==> config.mk <==
export PLATFORM = sky130hd
export DESIGN_NAME = mem_arbiter
export DESIGN_NICKNAME = d
export VERILOG_FILES = /design/src/rtl/mem_arb_pkg.sv /design/src/rtl/rr_arb2.sv /design/src/rtl/mem_arbiter.sv
export SDC_FILE = /design/constraint.sdc
export NUM_CORES = 1
export LEC_CHECK = 0
export CORE_AREA = 2 2 209 211
export CTS_BUF_LIST = sky130_fd_sc_hd__clkbuf_16
export DETAILED_ROUTE_END_ITERATION = 8
export DIE_AREA = 0 0 211 213
export PLACE_DENSITY_LB_ADDON = 0.08
export SETUP_SLACK_MARGIN = 0.05
export SYNTH_ARGS = -nofsm -noshare
export SYNTH_HDL_FRONTEND = slang
export SYNTH_SLANG_ARGS = --single-unit
==> constraint.sdc <==
create_clock -name clock -period 2 [get_ports clock]
set_input_delay 0.6 -clock clock [delete_from_list [all_inputs] [get_ports clock]]
set_output_delay 0.6 -clock clock [all_outputs]
set_load 0.005 [all_outputs]
==> src/rtl/mem_arb_pkg.sv <==
`default_nettype none
// ============================================================================
// Module      : mem_arb_pkg
// Description : Shared types and constants for the memory-port arbiter.
// Revision    : 1.0 - initial release
// ============================================================================
package mem_arb_pkg;

   typedef enum logic [1:0] {
      IDLE = 2'd0,
      WAIT = 2'd1,
      RESP = 2'd2
   } state_e;

   typedef enum logic {
      GNT_IFU = 1'b0,
      GNT_LSU = 1'b1
   } grant_e;

   // Instruction fetches read a 32-bit word.
   localparam logic [7:0] IFU_RMASK = 8'h0F;
   localparam int         CNT_W     = 4;

endpackage
`default_nettype wire

==> src/rtl/rr_arb2.sv <==
`default_nettype none
// ============================================================================
// Module      : rr_arb2
// Description : Two-input round-robin picker; ties go to the side not granted last.
// Revision    : 1.0 - initial release
// ============================================================================
module rr_arb2
   import mem_arb_pkg::*;
(
   input  logic ifu_valid_i,
   input  logic lsu_valid_i,
   input  logic last_grant_i,
   output logic ifu_gnt_o,
   output logic lsu_gnt_o
);

   assign ifu_gnt_o = ifu_valid_i & (~lsu_valid_i | (last_grant_i == GNT_LSU));
   assign lsu_gnt_o = lsu_valid_i & (~ifu_valid_i | (last_grant_i == GNT_IFU));

endmodule
`default_nettype wire

==> src/rtl/mem_arbiter.sv <==
`default_nettype none
// ============================================================================
// Module      : mem_arbiter
// Description : Sequences IFU/LSU accesses onto one memory port, one at a time.
// Revision    : 1.0 - initial release
// ============================================================================
module mem_arbiter
   import mem_arb_pkg::*;
#(
   parameter int LATENCY = 1,
   parameter int ADDR_W  = 64,
   parameter int DATA_W  = 64
)
(
   input  logic              clock,
   input  logic              reset,
   input  logic              ifu_req_valid,
   output logic              ifu_req_ready,
   input  logic [ADDR_W-1:0] ifu_req_addr,
   output logic              ifu_resp_valid,
   input  logic              ifu_resp_ready,
   output logic [DATA_W-1:0] ifu_resp_data,
   input  logic              lsu_req_valid,
   output logic              lsu_req_ready,
   input  logic [ADDR_W-1:0] lsu_req_addr,
   input  logic              lsu_req_wen,
   input  logic [DATA_W-1:0] lsu_req_wdata,
   input  logic [7:0]        lsu_req_mask,
   output logic              lsu_resp_valid,
   input  logic              lsu_resp_ready,
   output logic [DATA_W-1:0] lsu_resp_data,
   output logic              mem_valid,
   output logic              mem_wen,
   output logic [ADDR_W-1:0] mem_addr,
   output logic [DATA_W-1:0] mem_wdata,
   output logic [7:0]        mem_mask,
   input  logic [DATA_W-1:0] mem_rdata
);

   localparam logic [CNT_W-1:0] CNT_LOAD = CNT_W'(LATENCY - 1);

   state_e            state_q;
   logic [CNT_W-1:0]  cnt_q;
   grant_e            last_grant_q;
   grant_e            owner_q;
   logic              mem_valid_q;
   logic              mem_wen_q;
   logic [ADDR_W-1:0] mem_addr_q;
   logic [DATA_W-1:0] mem_wdata_q;
   logic [7:0]        mem_mask_q;
   logic              ifu_resp_valid_q;
   logic              lsu_resp_valid_q;
   logic [DATA_W-1:0] ifu_resp_data_q;
   logic [DATA_W-1:0] lsu_resp_data_q;
   logic              ifu_gnt;
   logic              lsu_gnt;

   rr_arb2 u_rr_arb2 (
      .ifu_valid_i  (ifu_req_valid),
      .lsu_valid_i  (lsu_req_valid),
      .last_grant_i (last_grant_q),
      .ifu_gnt_o    (ifu_gnt),
      .lsu_gnt_o    (lsu_gnt)
   );

   assign ifu_req_ready  = (state_q == IDLE) & ifu_gnt;
   assign lsu_req_ready  = (state_q == IDLE) & lsu_gnt;
   assign ifu_resp_valid = ifu_resp_valid_q;
   assign lsu_resp_valid = lsu_resp_valid_q;
   assign ifu_resp_data  = ifu_resp_data_q;
   assign lsu_resp_data  = lsu_resp_data_q;
   assign mem_valid      = mem_valid_q;
   assign mem_wen        = mem_wen_q;
   assign mem_addr       = mem_addr_q;
   assign mem_wdata      = mem_wdata_q;
   assign mem_mask       = mem_mask_q;

   // The mem_* field registers double as the latched request; the strobe is
   // raised one edge ahead so it coincides with the counter reaching zero.
   always_ff @(posedge clock or negedge reset) begin
      if (!reset) begin
         state_q          <= IDLE;
         cnt_q            <= '0;
         last_grant_q     <= GNT_IFU;
         owner_q          <= GNT_IFU;
         mem_valid_q      <= 1'b0;
         mem_wen_q        <= 1'b0;
         mem_addr_q       <= '0;
         mem_wdata_q      <= '0;
         mem_mask_q       <= '0;
         ifu_resp_valid_q <= 1'b0;
         lsu_resp_valid_q <= 1'b0;
         ifu_resp_data_q  <= '0;
         lsu_resp_data_q  <= '0;
      end else begin
         case (state_q)
            IDLE: begin
               if (ifu_gnt) begin
                  owner_q      <= GNT_IFU;
                  last_grant_q <= GNT_IFU;
                  mem_addr_q   <= ifu_req_addr;
                  mem_wen_q    <= 1'b0;
                  mem_wdata_q  <= '0;
                  mem_mask_q   <= IFU_RMASK;
               end else if (lsu_gnt) begin
                  owner_q      <= GNT_LSU;
                  last_grant_q <= GNT_LSU;
                  mem_addr_q   <= lsu_req_addr;
                  mem_wen_q    <= lsu_req_wen;
                  mem_wdata_q  <= lsu_req_wdata;
                  mem_mask_q   <= lsu_req_mask;
               end
               if (ifu_gnt || lsu_gnt) begin
                  cnt_q       <= CNT_LOAD;
                  mem_valid_q <= (CNT_LOAD == '0);
                  state_q     <= WAIT;
               end
            end
            WAIT: begin
               if (cnt_q != '0) begin
                  cnt_q <= cnt_q - 1'b1;
                  if (cnt_q == CNT_W'(1)) begin
                     mem_valid_q <= 1'b1;
                  end
               end else begin
                  mem_valid_q <= 1'b0;
                  if (owner_q == GNT_IFU) begin
                     ifu_resp_valid_q <= 1'b1;
                     ifu_resp_data_q  <= mem_rdata;
                  end else begin
                     lsu_resp_valid_q <= 1'b1;
                     lsu_resp_data_q  <= mem_wen_q ? '0 : mem_rdata;
                  end
                  state_q <= RESP;
               end
            end
            RESP: begin
               if (owner_q == GNT_IFU && ifu_resp_ready) begin
                  ifu_resp_valid_q <= 1'b0;
                  state_q          <= IDLE;
               end else if (owner_q == GNT_LSU && lsu_resp_ready) begin
                  lsu_resp_valid_q <= 1'b0;
                  state_q          <= IDLE;
               end
            end
            default: begin
               state_q <= IDLE;
            end
         endcase
      end
   end

endmodule
`default_nettype wire

==> results_dict.tcl <==
set metrics [dict create \
    outcome "finished, violations left" \
    violations "negative setup slack" \
    cts.sinks 275 \
    drt_iter0_drc 449 \
    grt_max_degree 70 \
    core_mm2 0.0427 \
    numCtsBuffers 35 \
    grtUsageTotal 0.193 \
    die_w_um 211 \
    fin_skew_ps 8.40 \
    fmax_mhz 472 \
    clk_path_buf_depth 3 \
    dieArea_mm2 0.0449 \
    cp_data_arrival_time_ps 1520 \
    p_int_uw 19200 \
    grt_setup_unrepaired "true" \
    power_density_mw_per_mm2 1500 \
    antenna_found_initial 7 \
    ys_seq_area_frac 0.589 \
    cts_tree "yes" \
    vias 10000 \
    endpoint_kind "output port" \
    top_layer "met5" \
    timing.hold.ws_ps 477 \
    worst-setup-path-type "flop to output port" \
    hp-class "flop to flop" \
    p_switching_uw 9560 \
    fp-row-count 76 \
    synth_edf_count 0 \
    total_power_uw 28800 \
    final_hold_viol_count 0 \
    wirelength_um 44900 \
    dr.pass1.iters 4 \
    initial_core_util 0.274 \
    cts-root-buf "clkbuf_16" \
    drive_above_1_share 0.150 \
    post-route-period-util 1.06 \
    viasPerCell 4.80 \
    synth_cells 936 \
    synth_warnings 0 \
    synth_ff_type "dfrtp_1" \
    io_pins 541 \
    async_flop_share 1.00 \
    setup_violations 2 \
    maxSlewViolCount 0 \
    area_delta_synth_final_pct 64.1 \
    gr-total-overflow 0 \
    pwr-share-clk 0.210 \
    clkTransAtPathRegs_ps 50 \
    combPwrFrac 0.451 \
    ys_ff_latch 275 \
    routed-wl-met3_um 4080 \
    gp_congestion 0.765 \
    worst_ep_required_time_ps 1400 \
    cts_max_level 2 \
    cap_violations 0 \
    grt_pass1_wl_um 66100 \
    worst-path-max-fanout 4 \
    maxSlewHeadroom 0.493 \
    ys_types 36 \
    syn-cell-area_mm2 0.0117 \
    dpl.hpwl_um 31100 \
    antenna_left 0 \
    clock_latency_ps 520 \
    switching_share 0.332 \
    wire_per_inst_um 21.5 \
    met2_length_um 21200 \
    synth_nets 1210 \
    drc 0 \
    port_buffers 540 \
    fin_ws_ps -120 \
    ir_worst_vdd_uv 776 \
    startpoint_type "flop" \
    power_leakage_uw 0.00880 \
    postSynthAreaPerCell_um2 12.5 \
    wl_met1_um 18200 \
    nNetsFinal 1786 \
    worst_pin_slew_ps 761 \
    first_global_vias 10500 \
    min_period_ps 2120 \
    chipHeight_um 213 \
    seqPwrFrac 0.339 \
]
==> worst paths after layout <==
| path | start | to | slack [ps] | depth (start not counted) |
|---|---|---|---|---|
| max | state_q[0]$_DFFE_PN0P_ | lsu_req_ready | -120 | 5 |
| min | lsu_resp_data[22]$_DFFE_PN0P_ | lsu_resp_data[22]$_DFFE_PN0P_ | 480 | 1 |
| max reg2reg | cnt_q[0]$_DFFE_PN0P_ | lsu_resp_data[47]$_DFFE_PN0P_ | 120 | 7 |
| min reg2reg | lsu_resp_data[22]$_DFFE_PN0P_ | lsu_resp_data[22]$_DFFE_PN0P_ | 480 | 1 |
| max in group asynchronous | reset | mem_addr[43]$_DFFE_PN0P_ | 740 | 3 |
| min in group asynchronous | reset | ifu_resp_data[30]$_DFFE_PN0P_ | 570 | 2 |
==> cells in the final DEF (no fill, tap or decap), drive strengths merged, types with 3 or more instances in the layout <==
| cell | count |
|---|---|
| nand2b | 4 |
| a21oi | 66 |
| clkdlybuf4s50 | 267 |
| inv | 11 |
| nand3b | 3 |
| clkbuf | 43 |
| nand3 | 67 |
| nor2b | 66 |
| ha | 3 |
| nor3 | 3 |
| mux2 | 128 |
| clkinv | 16 |
| a31oi | 65 |
| nand2 | 5 |
| buf | 82 |
| a22o | 69 |
| o21ai | 70 |
| nor2 | 3 |
| or2 | 3 |
| o22a | 4 |
| diode | 6 |
| dlygate4sd2 | 269 |
| dfrtp | 275 |
==> per-layer routing <==
metal	vias to the layer above	GRT usage
met3	79	0.0696
met1	4938	0.236
met4	2	0.0814
met5	-	0
li1	4593	-
met2	425	0.309
==> Yosys cell counts (2+ instances only) <==
library cell,number,share of area
mux2_4,49,0.063
nand3b_1,3,0.0019
buf_1,3,0.00096
o22a_1,4,0.0030
a31oi_1,65,0.035
mux2i_1,2,0.0017
a22o_1,69,0.052
nor3_1,3,0.0013
nand3_1,67,0.029
buf_4,2,0.0013
buf_2,27,0.012
inv_2,2,0.00064
a21oi_1,66,0.028
inv_1,3,0.00096
or2_2,3,0.0016
nand2b_1,4,0.0021
o21ai_0,70,0.030
nor2_1,3,0.00096
nor2b_1,65,0.035
nand2_1,5,0.0016
mux2_2,30,0.029
dfrtp_1,275,0.59
ha_1,3,0.0032
clkbuf_1,44,0.014
buf_6,10,0.0096
mux2_1,49,0.047
==> kinds of logic after synthesis <==
| group | count (synthesis) | share of synthesized area |
|---|---|---|
| fa+ha+maj | 3 | 0.00321 |
| buf+inv | 91 | 0.0392 |
| flops | 275 | 0.589 |
| simple gates | 160 | 0.0779 |
| mux | 130 | 0.141 |
| compound gates | 277 | 0.150 |
==> power by group through the flow <==
| stage | Combinational (µW) | Clock [µW] | Sequential [µW] |
|---|---|---|---|
| global route | 14200 | 6540 | 10200 |
| detailed placement | 14300 | 0 | 9890 |
| global placement | 14300 | 0 | 9860 |
| finish | 13000 | 6060 | 9750 |
| floorplan | 5460 | 0 | 10000 |
| CTS | 12700 | 6310 | 9770 |
==> sequential cells by signal (all words and copies together) (netlist names) <==
register and cells:
cnt_q 4, lsu_resp_valid 1, mem_mask 8, mem_valid 1
mem_addr 64, ifu_resp_valid 1, mem_wen 1, state_q 2
mem_wdata 64, lsu_resp_data 64, owner_q 1, ifu_resp_data 64
==> critical path, stage by stage, from the launching register on <==
cell	delay [ps]
dfrtp_1	390
buf_6	130
nor2_4	150
nand3_2	110
inv_2	110
buf_6	100
==> metrics by stage <==
step | instance area [µm²] | worst slack, ps | std cells | utilization | TNS (ps)
after floorplan | 11700 | 60.4 | 936 | - | 0
after global placement | 18100 | -616 | 1996 | 0.423 | -53540
after detailed placement | 18100 | -626 | 1996 | 0.423 | -56310
after CTS | 18900 | -223 | 2070 | 0.443 | -389
after global routing | 19200 | -206 | 2087 | 0.449 | -369
final | 19200 | -120 | 2089 | 0.449 | -220
==> what timing repair did <==
item | in CTS | in global routing
buffers inserted | 11 | 6
endpoints found under the hold margin | 22 | 0
cloned | 0 | 7
resized for setup | 285 | 9
hold buffers | 1 | 0
pin swaps | 2 | 4
endpoints found under the setup margin | 320 | 211
==> layout make-up <==
| class | count | area (µm²) |
|---|---|---|
| multi-input cells | 570 | 4420 |
| diodes | 6 | 15.0 |
| flip-flops and latches | 275 | 6880 |
| clock inverters | 25 | 155 |
| fillers | 4165 | 23500 |
| clock buffers | 37 | 926 |
| well taps | 546 | 683 |
| repair buffers | 625 | 6080 |
| inverters | 5 | 18.8 |
Note: power is estimated with default switching activity, not from simulation.
